<file path="src/rtl/rtc_cmd_sequencer.sv">
// rtc_cmd_sequencer: emits a latched command byte at fixed points of a
// write-sequence counter and reports completion when the counter reaches
// DONE_COUNT.
// Optional feature: define RTC_SEQ_TIMEOUT_EN to add a watchdog that aborts
// ARMED after TIMEOUT_CYCLES cycles without a listo_escritura pulse.
//
// Handshake: start is a single-cycle request honoured only in IDLE.
// listo_escritura is a single-cycle strobe qualifying cont_escritura.
// done is a level held until ack is seen in DONE. There is no back-pressure.
module rtc_cmd_sequencer #(
  parameter int                DATA_W         = 8,
  parameter int                CNT_W          = 6,
  parameter int                NUM_SLOTS      = 2,
  parameter int                FIRST_SLOT     = 7,
  parameter int                SLOT_STRIDE    = 22,
  parameter int                DONE_COUNT     = 42,
  parameter logic [DATA_W-1:0] CMD_SAVE       = 'hF0,
  parameter logic [DATA_W-1:0] CMD_ALT        = 'hF1,
  parameter int                TIMEOUT_CYCLES = 1024
) (
  input  logic              clk,
  input  logic              reset,
  input  logic              start,
  input  logic              mode,
  input  logic              listo_escritura,
  input  logic [CNT_W-1:0]  cont_escritura,
  input  logic              ack,
  output logic [DATA_W-1:0] bus_out,
  output logic              busy,
  output logic              done,
  output logic              missed,
  output logic              timeout,
  output logic [1:0]        state_dbg
);

  // Slot index must hold 0..NUM_SLOTS inclusive (max 8).
  localparam int IDX_W = 4;
  // Slot targets are computed with headroom so they never wrap.
  localparam int EXT_W = CNT_W + 4;

  typedef enum logic [1:0] {
    S_IDLE  = 2'd0,
    S_ARMED = 2'd1,
    S_DONE  = 2'd2
  } state_t;

  // Reject out-of-range configurations at elaboration.
  if (NUM_SLOTS < 1 || NUM_SLOTS > 8) begin : g_bad_slots
    $error("rtc_cmd_sequencer: NUM_SLOTS must be 1..8");
  end
  if (TIMEOUT_CYCLES < 1) begin : g_bad_timeout
    $error("rtc_cmd_sequencer: TIMEOUT_CYCLES must be >= 1");
  end

  state_t              state_q, state_d;
  logic [DATA_W-1:0]   cmd_q, cmd_d;
  logic [DATA_W-1:0]   bus_q, bus_d;
  logic [IDX_W-1:0]    slot_idx_q, slot_idx_d;
  logic                missed_q, missed_d;
  logic                timeout_q, timeout_d;

  logic [EXT_W-1:0]    cont_ext;
  logic [EXT_W-1:0]    slot_target;
  logic                slots_left;
  logic                slot_hit;
  logic                done_hit;

`ifdef RTC_SEQ_TIMEOUT_EN
  localparam int WD_W = $clog2(TIMEOUT_CYCLES + 1);
  logic [WD_W-1:0]     wd_q, wd_d;
`endif

  // Counter value at which the next outstanding slot is expected.
  assign cont_ext    = EXT_W'(cont_escritura);
  assign slot_target = EXT_W'(FIRST_SLOT) + EXT_W'(slot_idx_q) * EXT_W'(SLOT_STRIDE);
  assign slots_left  = (slot_idx_q < IDX_W'(NUM_SLOTS));
  assign slot_hit    = listo_escritura && slots_left && (cont_ext == slot_target);
  assign done_hit    = listo_escritura && (cont_ext == EXT_W'(DONE_COUNT));

  // Next-state and datapath decisions; every target defaults to hold.
  always_comb begin
    state_d    = state_q;
    cmd_d      = cmd_q;
    bus_d      = bus_q;
    slot_idx_d = slot_idx_q;
    missed_d   = missed_q;
    timeout_d  = 1'b0;
`ifdef RTC_SEQ_TIMEOUT_EN
    wd_d       = wd_q;
`endif
    case (state_q)
      S_IDLE: begin
        if (start) begin
          cmd_d      = mode ? CMD_ALT : CMD_SAVE;
          slot_idx_d = '0;
          missed_d   = 1'b0;
          state_d    = S_ARMED;
`ifdef RTC_SEQ_TIMEOUT_EN
          wd_d       = '0;
`endif
        end
      end
      S_ARMED: begin
        // The slot load is applied before the completion check, so a slot
        // landing on DONE_COUNT still counts as emitted.
        if (slot_hit) begin
          bus_d      = cmd_q;
          slot_idx_d = slot_idx_q + IDX_W'(1);
        end
        if (done_hit) begin
          state_d  = S_DONE;
          missed_d = (slot_idx_d < IDX_W'(NUM_SLOTS));
        end
`ifdef RTC_SEQ_TIMEOUT_EN
        if (listo_escritura) begin
          wd_d = '0;
        end else if (wd_q == WD_W'(TIMEOUT_CYCLES - 1)) begin
          state_d   = S_IDLE;
          timeout_d = 1'b1;
        end else begin
          wd_d = wd_q + WD_W'(1);
        end
`endif
      end
      S_DONE: begin
        if (ack) begin
          state_d = S_IDLE;
        end
      end
      default: begin
        state_d = S_IDLE;
      end
    endcase
  end

  // State and datapath registers with immediate abort on reset.
  always_ff @(posedge clk or posedge reset) begin
    if (reset) begin
      state_q    <= S_IDLE;
      cmd_q      <= '0;
      bus_q      <= '0;
      slot_idx_q <= '0;
      missed_q   <= 1'b0;
      timeout_q  <= 1'b0;
    end else begin
      state_q    <= state_d;
      cmd_q      <= cmd_d;
      bus_q      <= bus_d;
      slot_idx_q <= slot_idx_d;
      missed_q   <= missed_d;
      timeout_q  <= timeout_d;
    end
  end

`ifdef RTC_SEQ_TIMEOUT_EN
  // Watchdog counter: cycles spent in ARMED since entry or last pulse.
  always_ff @(posedge clk or posedge reset) begin
    if (reset) begin
      wd_q <= '0;
    end else begin
      wd_q <= wd_d;
    end
  end
  assign timeout = timeout_q;
`else
  assign timeout = 1'b0;
`endif

  assign bus_out   = bus_q;
  assign busy      = (state_q == S_ARMED);
  assign done      = (state_q == S_DONE);
  assign missed    = missed_q;
  assign state_dbg = state_q;

`ifndef RTC_SEQ_TIMEOUT_EN
  // Without the watchdog the pulse register never sets; keep it referenced.
  logic unused_timeout_q;
  assign unused_timeout_q = timeout_q;
`endif

endmodule

</file>
<file path="config.mk">
export PLATFORM = sky130hd
export DESIGN_NAME = rtc_cmd_sequencer
export DESIGN_NICKNAME = d
export VERILOG_FILES = /design/src/rtl/rtc_cmd_sequencer.sv
export SDC_FILE = /design/constraint.sdc
export NUM_CORES = 1
export LEC_CHECK = 0
export BUFFER_PORTS_ARGS = -buffer_cell sky130_fd_sc_hd__buf_2
export CAP_MARGIN = 40
export CORE_MARGIN = 8
export CORE_UTILIZATION = 49
export CTS_BUF_LIST = sky130_fd_sc_hd__clkbuf_4 sky130_fd_sc_hd__clkbuf_8
export CTS_CLUSTER_DIAMETER = 150
export DETAILED_ROUTE_END_ITERATION = 7
export GPL_TIMING_DRIVEN = 0
export PLACE_DENSITY = 0.78
export SLEW_MARGIN = 20
export SYNTH_ARGS = -nofsm -noshare
export SYNTH_HDL_FRONTEND = slang
export SYNTH_SLANG_ARGS = --single-unit
</file>
<file path="constraint.sdc">
create_clock -name clk -period 2.6 [get_ports clk]
set_clock_uncertainty 0.05 [all_clocks]
set_input_delay 0 -clock clk [delete_from_list [all_inputs] [get_ports clk]]
set_output_delay 0 -clock clk [all_outputs]
set_load 0.02 [all_outputs]
</file>
Yosys cells after proc, flatten, opt, wreduce, memory -nomap -nowiden
Cells that the tools add are included.
{"block": "op_classes", "add_sub_neg": 2, "n_mul": 1, "n_div": 0, "magnitude_cmp": 2, "eq_ne": 7, "shift": 0, "n_mux": 12, "n_bitwise": 0, "reduce_logical": 10}
{"operator": "$mux 4", "n": 3}
{"operator": "$add 3x9->10 const A", "n": 1}
{"operator": "$eq 6x10->1", "n": 1}
{"operator": "$lt 4x2->1 const B", "n": 2}
{"operator": "$mul 4x4->8 const B", "n": 1}
{"operator": "$pmux 4 s2", "n": 1}
{"operator": "$eq 6x6->1 const B", "n": 1}
{"operator": "$mux 2", "n": 3}
{"operator": "$pmux 2 s3", "n": 1}
{"operator": "$reduce_and 2->1", "n": 3}
{"operator": "$reduce_and 3->1", "n": 2}
{"operator": "$add 4x1->4 const B", "n": 1}
{"operator": "$ne 2x2->1 const B", "n": 2}
{"operator": "$logic_and 1x1->1", "n": 3}
{"operator": "$mux 1", "n": 3}
{"operator": "$eq 2x1->1 const B", "n": 1}
{"operator": "$eq 2x2->1 const B", "n": 1}
{"operator": "$logic_not 2->1", "n": 1}
{"operator": "$ne 2x1->1 const B", "n": 1}
{"operator": "$pmux 1 s2", "n": 1}
{"operator": "$reduce_bool 2->1", "n": 1}
{"block": "word_totals", "reg_bits": 23, "latchBits": 0, "mem_bits_rw": 0, "mem_bits_ro": 0, "input_bits": 12, "out_inout_bits": 14, "elab_cells": 39, "memories": 0}

Logic depth before layout (Yosys ltp)
{"block": "depth", "ltp_word": 9, "ltp_mapped": 10, "ltp_nobuf": 10}

Worst setup path after synthesis
Ideal clock, no wire load.
{"block": "synth_path", "path_kind": "reg-to-reg", "startpoint": "register slot_idx_q[2]", "endpoint": "register bus_q[0] (netlist: bus_out[0])", "setup_ns": 0.125, "t_arrival_ns": 2.665, "required_ns": 2.425, "path_slack_ns": -0.240, "path_stages_with_launch": 11, "path_cell_list": "dfrtp_1 ha_1 ha_1 inv_1 fa_1 nand2b_1 nor3_1 nand2_1 mux2i_1 and3_1 mux2_2"}
{"block": "synth_via", "elab_chain_len": 5, "word_cells_on_any_way": 7}
{"element": "start: declaration", "line": "58", "source": "logic [IDX_W-1:0] slot_idx_q, slot_idx_d;"}
{"element": "start signal: assignment", "line": "149", "source": "slot_idx_q <= slot_idx_d;"}
{"element": "$mul 4x4->8", "line": "75", "source": "assign slot_target = EXT_W'(FIRST_SLOT) + EXT_W'(slot_idx_q) * EXT_W'(SLOT_STRIDE);"}
{"element": "$add 3x9->10", "line": "75"}
{"element": "$eq 6x10->1", "line": "77", "source": "assign slot_hit = listo_escritura && slots_left && (cont_ext == slot_target);"}
{"element": "$logic_and 1x1->1 (*)", "line": "77"}
{"element": "$reduce_and 2->1 (no line) (*)"}
{"element": "end signal: assignment", "line": "148", "source": "bus_q <= bus_d;"}
{"element": "end: declaration", "line": "57", "source": "logic [DATA_W-1:0] bus_q, bus_d;"}
Mark *: on every way between the ends. The rest lies on a longest branch, timed or not.
A chain may end at the register's enable or synchronous reset.

Worst setup path in the final report
Ends and elaborated chain as after synthesis.

==> impl_metrics.toml <==
[grt]
grt_pass1_wl_um = 3830
antenna_found_initial = 0
grtUsageTotal = 0.135
gr-total-overflow = 0
grt_pass1_vias = 907
grt_max_degree = 12

[die]
dieArea_mm2 = 0.00368
ios = 26
rows = 16
chipWidth_um = 60.6
start_util = 0.508
die-height_um = 60.6
core-area_mm2 = 0.00192

[setup_path]
worst_ep_required_time_ns = 2.71
end_kind = "register"
reg2regPathDepth = 10
crit_type = "reg -> reg"
endpoint = "bus_out[0]"
critPathArrivalTime_ns = 3.08
cp_max_fo = 4
r2r_slack_ns = -0.37
worst_r2r_endpoint = "bus_out[0]"
r2r_start = "slot_idx_q[2]"
startpoint = "slot_idx_q[2]"
worstSetupStartpointType = "register"

[yosys]
synth_edf_count = 0
synth.largest_area_cell = "dfrtp_1"
synth.area.top_cells = "dfrtp_1 (28%), ha_1 (17%), xnor2_1 (7.2%)"
seq_area_frac_synth = 0.282
postSynthAreaPerCell_um2 = 9.12
synth_cells = 107
syn_area_um2 = 976
yosysWarnings = 0
synth_top_cell_area_share = 0.282
ys_ff_latch = 11
yosysMostFrequentCell = "ha_1"
async_flop_share = 1.00
synth.top_cells.by_count = "ha_1 (13), dfrtp_1 (11), inv_1 (11)"
synth_flop_cell = "dfrtp_1"
synthDistinctLibCells = 33

[placed_design]
gp_congestion = 0.863
port_buffers = 21
place_area_mm2 = 0.00115
dpl.hpwl_um = 1770

[clocking]
cts_buffers = 3
insertion_delay_ns = 0.27
clkTransAtPathRegs_ns = 0.07
cts_tree = "yes"
clockBufferDepth = 2
cts-root-buf = "clkbuf_4"
ctsHtreeMaxLevel = 1
cts_sinks = 11

[layout]
syn_to_final_growth_pct = 34.6
diodes = 0
stdcell_area_mm2 = 0.00131
drive_above_1_share = 0.403
nets = 171

[hold_path]
hp-class = "in -> reg"

[sta]
tightest_slew_ns = 0.653
rsz0062_at_grt = "yes"
setup_slack_ns = -0.367
max_freq_ghz = 0.337
slew_viol_final = 0
fin_hold_ws_ns = 0.0291
fin_crit_sh = 1.14
setup_viol = 6
hold_viol_final = 0
period_minus_slack_ns = 2.97
relSlewSlack = 0.558

[power_and_ir_drop]
p_total_w = 0.000876
peakVddDrop_v = 0.000547
power_leakage_nw = 0.639
p_per_area_mw_per_mm2 = 667

[routing]
wl_um = 2280
drtIter0Drc = 26
viasPerCell = 5.12
wl_per_cell_um = 13.3
drt_pass1_iterations = 4
ant_nets = 0
drc = 0
vias = 875

[outcome]
outcome = "finished, violations left"
violations = "setup timing"

[job]
cap_violations = 0
==> worst max-delay path, stage by stage (launching register included) <==
cell and delay (ns):
dfrtp_2 0.45, ha_4 0.26, ha_4 0.24, buf_4 0.13, ha_1 0.29, a21o_1 0.18, a21oi_1 0.18, xnor2_1 0.16
mux2i_1 0.36, and3_4 0.26, mux2_4 0.30
==> registers in the layout, summed over array words and instances (netlist names) <==
signal	cells
state_dbg	2
slot_idx_q	4
cmd_q	2
missed	1
bus_out	2
==> worst min-delay path by stage <==
stage | start | endpoint | slack [ns] | cells after the start
6_report | start | state_dbg[0] | 0.03 | 3
5_1_grt | start | state_dbg[0] | 0.06 | 3
4_1_cts | start | state_dbg[0] | 0.03 | 3
3_5_place_dp | reset | slot_idx_q[3] | -0.03 | 2
3_3_place_gp | reset | slot_idx_q[3] | -0.05 | 2
2_1_floorplan | reset | bus_out[0] | -0.20 | 1
==> cells by family after synthesis <==
kind of cell / count (synthesis) / synth area share
DFF: 11 / 0.282
adders and majority gates: 14 / 0.187
buffers and inverters: 20 / 0.108
xor gates and xnor gates: 11 / 0.0987
muxes: 4 / 0.0449
and+or+nand+nor: 26 / 0.153
AOI/OAI and AO/OA: 20 / 0.123
other: 1 / 0.00384
==> layout make-up <==
cell class                      instances  area (µm²)
Inverter                               11        41.3
Buffer                                  9        63.8
Multi-Input combinational cell         79         687
Clock buffer                            4        30.0
Sequential cell                        11         278
Fill cell                             159         608
Timing Repair Buffer                   30         180
Tap cell                               27        33.8
==> cells in the final DEF, fill, tap and decap left out, types with 2 or more instances in the layout <==
cell type	count
buf_2	21
buf_4	14
ha_1	10
inv_1	9
dfrtp_1	9
xnor2_1	8
o21ai_0	6
nor2_1	4
nand2_1	4
a21oi_1	4
conb_1	4
clkbuf_4	4
nor3_2	3
o21ai_1	3
dlygate4sd3_1	3
nand2b_1	2
a22o_1	2
xor2_2	2
nand3b_1	2
mux2_4	2
inv_2	2
ha_4	2
dfrtp_2	2
==> report_power, final <==
| group | internal, W | switching, W | total [W] |
|---|---|---|---|
| Sequential | 0.000206 | 0.0000304 | 0.000237 |
| Combinational | 0.000252 | 0.000259 | 0.000511 |
| Clock | 0.0000699 | 0.0000580 | 0.000128 |
| Total | 0.000528 | 0.000348 | 0.000876 |
==> metal layers <==
metal / vias to the layer above / GRT usage / part of all wire
met5: - / 0 / 0
met4: 0 / 0.0299 / 0.014
met3: 4 / 0.0360 / 0.077
met2: 37 / 0.238 / 0.50
met1: 407 / 0.158 / 0.41
li1: 427 / - / -
==> through the flow <==
step / utilization / setup TNS [ns] / setup slack [ns] / std cells
2_1_floorplan: - / -0.276 / -0.138 / 110
3_3_place_gp: 0.598 / -1.25 / -0.370 / 158
3_5_place_dp: 0.598 / -1.70 / -0.414 / 158
4_1_cts: 0.669 / -1.33 / -0.328 / 169
5_1_grt: 0.684 / -1.91 / -0.422 / 171
6_report: 0.684 / -1.39 / -0.367 / 171
==> timing repair <==
item / in CTS / in global routing
hold endpoints to repair: 13 / 0
endpoints found under the setup margin: 6 / 6
setup buffers: 4 / 2
resized for setup: 9 / 9
cloned: 0 / 0
hold buffers: 3 / 0
pin swaps: 5 / 11
Power figures use the tool's default switching activity.
